**config.mk**
```make
export PLATFORM = sky130hd
export DESIGN_NAME = instr_encoder_loader
export DESIGN_NICKNAME = d
export VERILOG_FILES = /design/src/rtl/instr_encoder_loader.sv
export SDC_FILE = /design/constraint.sdc
export NUM_CORES = 1
export LEC_CHECK = 0
export ABC_AREA = 1
export ABC_CLOCK_PERIOD_IN_PS = 3500
export CAP_MARGIN = 10
export CORE_ASPECT_RATIO = 1.5
export CORE_MARGIN = 2
export CORE_UTILIZATION = 46
export CTS_CLUSTER_SIZE = 40
export DETAILED_ROUTE_END_ITERATION = 7
export PLACE_DENSITY = 0.86
export SYNTH_ARGS = -nofsm -noshare
export SYNTH_HDL_FRONTEND = slang
export SYNTH_SLANG_ARGS = --single-unit
```
**constraint.sdc**
```tcl
create_clock -name clk -period 3.5 [get_ports clk]
set_input_delay 0.875 -clock clk [delete_from_list [all_inputs] [get_ports clk]]
set_output_delay 0.875 -clock clk [all_outputs]
set_load 0.02 [all_outputs]
```
**src/rtl/instr_encoder_loader.sv**
```systemverilog
// Program loader: encodes symbolic commands into 32-bit MIPS words and writes them
// sequentially into instruction memory, one command per handshake.
module instr_encoder_loader #(
  parameter int unsigned ADDR_W    = 8,
  parameter int unsigned BASE_ADDR = 0,
  parameter int unsigned DEPTH     = 256
) (
  input  logic              clk,
  input  logic              reset,
  input  logic              start,
  input  logic              cmd_valid,
  output logic              cmd_ready,
  input  logic [3:0]        cmd_op,
  input  logic [4:0]        cmd_rs,
  input  logic [4:0]        cmd_rt,
  input  logic [4:0]        cmd_rd,
  input  logic [15:0]       cmd_imm,
  input  logic [25:0]       cmd_target,
  input  logic              cmd_last,
  output logic              mem_wr_en,
  output logic [ADDR_W-1:0] mem_addr,
  output logic [31:0]       mem_wdata,
  output logic              busy,
  output logic              done,
  output logic              error,
  output logic [ADDR_W:0]   count
);

  localparam int unsigned CNT_W = ADDR_W + 1;
  localparam logic [CNT_W-1:0]  DEPTH_C = CNT_W'(DEPTH);
  localparam logic [ADDR_W-1:0] BASE_C  = ADDR_W'(BASE_ADDR);

  typedef enum logic [1:0] {
    S_IDLE   = 2'd0,
    S_ACCEPT = 2'd1,
    S_WRITE  = 2'd2,
    S_DONE   = 2'd3
  } state_e;

  state_e            state_q, state_d;
  logic [CNT_W-1:0]  count_q, count_d;
  logic              error_q, error_d;
  logic              last_q, last_d;
  logic [ADDR_W-1:0] mem_addr_q, mem_addr_d;
  logic [31:0]       mem_wdata_q, mem_wdata_d;
  logic              cmd_ready_q, cmd_ready_d;
  logic              mem_wr_en_q, mem_wr_en_d;
  logic              busy_q, busy_d;
  logic              done_q, done_d;

  logic [31:0]       word_c;
  logic              legal_c;

  // Mnemonic to machine-word encoding
  always_comb begin
    word_c  = 32'd0;
    legal_c = 1'b1;
    case (cmd_op)
      4'd0:    word_c = {6'h00, cmd_rs, cmd_rt, cmd_rd, 5'd0, 6'h20};
      4'd1:    word_c = {6'h00, cmd_rs, cmd_rt, cmd_rd, 5'd0, 6'h22};
      4'd2:    word_c = {6'h00, cmd_rs, cmd_rt, cmd_rd, 5'd0, 6'h2A};
      4'd3:    word_c = {6'h00, cmd_rs, 15'd0, 6'h08};
      4'd4:    word_c = {6'h02, cmd_target};
      4'd5:    word_c = {6'h03, cmd_target};
      4'd6:    word_c = {6'h08, cmd_rs, cmd_rt, cmd_imm};
      4'd7:    word_c = {6'h0E, cmd_rs, cmd_rt, cmd_imm};
      4'd8:    word_c = {6'h05, cmd_rs, cmd_rt, cmd_imm};
      4'd9:    word_c = {6'h04, cmd_rs, cmd_rt, cmd_imm};
      4'd10:   word_c = {6'h2B, cmd_rs, cmd_rt, cmd_imm};
      4'd11:   word_c = {6'h23, cmd_rs, cmd_rt, cmd_imm};
      default: legal_c = 1'b0;
    endcase
  end

  // Next-state and registered-output logic
  always_comb begin
    state_d     = state_q;
    count_d     = count_q;
    error_d     = error_q;
    last_d      = last_q;
    mem_addr_d  = mem_addr_q;
    mem_wdata_d = mem_wdata_q;

    case (state_q)
      S_IDLE: begin
        if (start) begin
          state_d = S_ACCEPT;
          count_d = '0;
          error_d = 1'b0;
        end
      end
      S_ACCEPT: begin
        if (cmd_valid && cmd_ready_q) begin
          if (legal_c && (count_q < DEPTH_C)) begin
            state_d     = S_WRITE;
            last_d      = cmd_last;
            mem_addr_d  = BASE_C + count_q[ADDR_W-1:0];
            mem_wdata_d = word_c;
          end else begin
            // Illegal op or full session: command is consumed but dropped
            error_d = 1'b1;
            state_d = cmd_last ? S_DONE : S_ACCEPT;
          end
        end
      end
      S_WRITE: begin
        count_d = count_q + CNT_W'(1);
        state_d = last_q ? S_DONE : S_ACCEPT;
      end
      S_DONE: begin
        state_d = S_IDLE;
      end
      default: begin
        state_d = S_IDLE;
      end
    endcase

    cmd_ready_d = (state_d == S_ACCEPT);
    mem_wr_en_d = (state_d == S_WRITE);
    busy_d      = (state_d != S_IDLE);
    done_d      = (state_d == S_DONE);
  end

  always_ff @(posedge clk or posedge reset) begin
    if (reset) begin
      state_q     <= S_IDLE;
      count_q     <= '0;
      error_q     <= 1'b0;
      last_q      <= 1'b0;
      mem_addr_q  <= '0;
      mem_wdata_q <= '0;
      cmd_ready_q <= 1'b0;
      mem_wr_en_q <= 1'b0;
      busy_q      <= 1'b0;
      done_q      <= 1'b0;
    end else begin
      state_q     <= state_d;
      count_q     <= count_d;
      error_q     <= error_d;
      last_q      <= last_d;
      mem_addr_q  <= mem_addr_d;
      mem_wdata_q <= mem_wdata_d;
      cmd_ready_q <= cmd_ready_d;
      mem_wr_en_q <= mem_wr_en_d;
      busy_q      <= busy_d;
      done_q      <= done_d;
    end
  end

  assign cmd_ready = cmd_ready_q;
  assign mem_wr_en = mem_wr_en_q;
  assign mem_addr  = mem_addr_q;
  assign mem_wdata = mem_wdata_q;
  assign busy      = busy_q;
  assign done      = done_q;
  assign error     = error_q;
  assign count     = count_q;

endmodule
```
Yosys cells after proc, flatten, opt, wreduce, memory -nomap -nowiden
Cells that the tools add are included.

Reductions and logical operators: 11. $lt $le $gt $ge: 1. Shift-type cells: 0. $mul: 0. $add $sub $neg: 1. Div/mod/pow operators: 0. Eq/ne operators: 20. Bitwise gates (word level): 0. Mux-type cells: 14.

Operators by type and width (count): 32-bit case mux with 12 select lines (1); 9-bit case mux with 2 select lines (1); 4-bit by 3-bit equality test with 1-bit output (second input constant) (4); 4-bit equality test (second input constant) (4); 12-bit OR reduction (1); 2-bit two-way mux (5); 9-bit by 1-bit adder with 9-bit output (second input constant) (1); 9-bit less-than comparator (second input constant) (1); 9-bit two-way mux (1); 2-bit equality test (second input constant) (4); 4-bit by 2-bit equality test with 1-bit output (second input constant) (2); 2-bit case mux with 4 select lines (1); 2-bit inequality test (second input constant) (3); 2-bit nonzero test (3); 2-bit by 1-bit equality test with 1-bit output (second input constant) (2); 4-bit by 1-bit equality test with 1-bit output (second input constant) (1); 4-bit logical NOT (1); 1-bit two-way mux (4); 4-bit AND reduction (1); 3-bit AND reduction (1); 1-bit logical AND (2); 2-bit logical NOT (1); 1-bit case mux with 2 select lines (1); 2-bit AND reduction (1).

Flip-flop bits (word level): 57. Bits in latches: 0. RAM bits: 0. ROM bits: 0. Memories kept: 0. Output and inout bits: 54.

Longest topological paths before layout
Depth after elaboration: 8. Depth in mapped cells: 9. Mapped depth without buffers: 9.

Least setup slack after synthesis
No wires, ideal clock.

Path kind: in2reg. From: in cmd_op[1]. To: reg mem_wdata_q[1], in the netlist mem_wdata[1]. Stages: 8. Required time: 3383 ps. Buffers on the path: 2. Path slack: 1806 ps. Arrival time: 1578 ps. Path through: buf_4 > nand3_1 > nand2_2 > buf_6 > nand2_1 > nand3_1 > nand2_1 > nand2_1.

Cells in the longest elaborated chain, start to end: 5.

RTL lines: start: declaration (line 13) `input logic [3:0] cmd_op,`; 4-bit equality test (tied with other cells) (line 58) `case (cmd_op)`; 12-bit OR reduction (no line); 1-bit two-way mux (line 58); 1-bit logical AND (line 94) `if (legal_c && (count_q < DEPTH_C)) begin`; 3-bit AND reduction (no line); end signal: assignment (line 142) `mem_wdata_q <= mem_wdata_d;`; end: declaration (line 45) `logic [31:0] mem_wdata_q, mem_wdata_d;`.

Several ways; a longest one is shown, not always the timed one. A chain may end at the register's enable or synchronous reset.

Worst setup path in the final report
From: in cmd_op[2]. To: reg mem_wdata_q[24], in the netlist mem_wdata[24].

Same word-level chain as after synthesis.

==> results.toml <==
[run_status]
outcome = "finished clean"

[cts]
ctsResizeCount = 0
clk_pin_slew_ns = 0.10
hold_buffers = 0
clockBufferDepth = 2
numClockSinks = 56
cts_buffers = 5
clockRootBuffer = "clkbuf_8"
clk_latency_ns = 0.30
cts_tree = "built"
postCtsSetupRepairBufs = 0
cts_max_level = 2

[routing]
wl_met1_mm = 2.97
highest_layer = "met4"
detail_route.wl_per_cell_um = 13.2
ant_nets = 0
vias_per_cell = 4.83
drt_pre_antenna_iters = 4
routed_wl_mm = 7.69
initialDrtViolationCount = 163
wl_met3_um = 447
post-route-drc-count = 0
vias = 2818
wl_met2_mm = 4.08

[setup_path]
worst_path_max_delay_cell = "nor2_4"
worstPathMaxFanout = 35
r2r-start = "state_q[1]"
worstSetupEndpointType = "register"
cp.required_ns = 3.71
criticalPathCategory = "in2reg"
max_stage_delay_ns = 0.64
startpoint_type = "input port"
critPathArrivalTime_ns = 2.60
r2r_cells = 6
crit_top_cell = "nand2_1"
path_cells = "clkdlybuf4s50_1 -> nand2_1 -> nand2_2 -> nor2_4 -> nand3_1 -> nand2_1 -> inv_1"
reg2reg_to = "mem_wdata[24]"
r2r_slack_ns = 1.75

[pwr]
vdd_drop_max_mv = 0.331
p_leak_nw = 2.10
power.total_mw = 2.78
p_per_area_nw_per_um2 = 673

[timing]
tns_ns = 0
max_freq_mhz = 418
min_period_ns = 2.39
worst_pin_slew_ns = 0.795
finalHoldViolations = 0
setup_slack_ns = 1.11
hold-worst-slack_ns = 0.495
rsz0062_at_grt = "no"
setup_violations = 0
slew_headroom_pct = 46.8
period_share_pct = 68.4
fin_worst_skew_ns = 0.00627
drv_slew = 0

[floorplanning]
io_pins = 120
dieArea_um2 = 6870
placementRows = 35
die_h_um = 101
start_util_pct = 47.0
fp.dieW_um = 68.4
coreArea_um2 = 6090

[synthesis]
synthCells = 394
ys_ff_latch = 56
ys_seq_area_share_pct = 49.0
synth_area_um2 = 2860
synth.distinct_cells = 21
yosysWarningCount = 0
avgSynthCellArea_um2 = 7.26
synth_nets = 461

[placement]
place_area_um2 = 4040
dp_slack_ns = 0.786
dp_hpwl_mm = 5.88
gp_congestion = 0.857
dp.cells = 575
io_buffers = 118

[final_layout]
areaGrowthSynthToFinish_pct = 44.8
final_cells = 583
finish.instance_area_um2 = 4140
nets = 575
drive_gt1_share_pct = 4.13
antenna_cells = 0
n_fill_cell = 506
final_core_util_pct = 68.0

[hold_path]
min_from = "mem_wdata[12]"
hold_class = "reg2reg"
min_to = "mem_wdata[12]"
whs_path_depth = 2

[grt]
grt-ovfl-total = 0
grt_max_degree = 36
grt_pass1_vias = 2583
grt_antenna_before_repair = 0
grt.total_usage_pct = 22.6
grt_pass1_wl_mm = 11.8

[job]
cap_viol_max_count = 0
-- worst max path at each step --
| stage | slack, ns | from | cells after the start | endpoint |
|---|---|---|---|---|
| 3_5_place_dp | 0.79 | cmd_op[2] | 7 | mem_wdata[24] |
| 5_1_grt | 0.92 | cmd_op[2] | 7 | mem_wdata[24] |
| 3_3_place_gp | 0.82 | cmd_op[2] | 7 | mem_wdata[2] |
| 2_1_floorplan | 1.25 | reset | 1 | busy |
| 6_report | 1.11 | cmd_op[2] | 7 | mem_wdata[24] |
| 4_1_cts | 1.11 | cmd_op[2] | 7 | mem_wdata[24] |
-- registers in the layout, indices dropped and copies added, names as in the netlist --
signal,count
busy,1
mem_wdata,31
last_q,1
mem_addr,8
state_q,2
count,9
mem_wr_en,1
cmd_ready,1
done,1
error,1
-- worst max-delay path: cells and delay by family --
| family | cells | cell delay (ns) |
|---|---|---|
| buffers and inverters | 2 | 0.55 |
| and+or+nand+nor | 5 | 1.16 |
-- synthesized netlist by cell type --
master | number | share of area, %
nand2_1 | 165 | 22
inv_1 | 58 | 7.6
dfrtp_1 | 56 | 49
nand3_1 | 35 | 6.1
nor2_1 | 25 | 3.3
o21ai_0 | 18 | 3.2
a21oi_1 | 7 | 1.2
buf_4 | 5 | 1.3
buf_6 | 5 | 2.0
buf_2 | 4 | 0.70
nand2_2 | 3 | 0.66
inv_2 | 2 | 0.26
nand3_2 | 2 | 0.70
o22ai_1 | 2 | 0.44
conb_1 | 1 | 0.13
ha_1 | 1 | 0.44
nand4_1 | 1 | 0.22
nor2_2 | 1 | 0.22
nor2_4 | 1 | 0.39
nor3_1 | 1 | 0.17
xor2_1 | 1 | 0.31
-- cell type report --
| class | instances | area, um2 | area share (%) |
|---|---|---|---|
| timing repair buffer | 121 | 1200 | 29.1 |
| multi-input combinational | 264 | 1120 | 27.0 |
| tap | 74 | 92.6 | 2.24 |
| sequential | 56 | 1400 | 33.9 |
| clock inverter | 2 | 15.0 | 0.363 |
| clock buffer | 6 | 82.6 | 2.00 |
| inverter | 60 | 225 | 5.44 |
-- logic make-up (layout without fill, tap and decap cells) --
group                    Yosys count  after routing  share of synthesized area (%)
XOR/XNOR                           1              1                          0.306
buffers and inverters             74            189                           11.9
other                              1              1                          0.131
AND/OR/NAND/NOR                  234            234                           33.4
flip-flops                        56             56                           49.0
AO/OA/AOI/OAI                     27             27                           4.81
adder cells (fa/ha/maj)            1              1                          0.438
-- per-layer routing --
| metal | global-route usage, % | vias up |
|---|---|---|
| met4 | 9.69 | 0 |
| met3 | 3.13 | 15 |
| met5 | 0 | - |
| li1 | - | 1412 |
| met1 | 26.2 | 1290 |
| met2 | 40.3 | 101 |
-- power breakdown --
| group | internal, mW | switching [mW] | leakage (nW) | total (mW) |
|---|---|---|---|---|
| Sequential | 0.892 | 0.150 | 0.707 | 1.04 |
| Clock | 0.161 | 0.213 | 0.0434 | 0.374 |
| Combinational | 0.617 | 0.752 | 1.35 | 1.37 |
| Total | 1.67 | 1.12 | 2.10 | 2.78 |
-- cell usage in the layout, fill, tap and decap left out, drive strengths merged --
cell / n
nand2: 168
clkdlybuf4s50: 118
inv: 60
dfrtp: 56
nand3: 37
nor2: 27
o21ai: 18
a21oi: 7
clkbuf: 6
buf: 3
o22ai: 2
clkinvlp: 2
xor2: 1
nor3: 1
nand4: 1
ha: 1
conb: 1
Note: power is estimated with default switching activity, not from simulation.
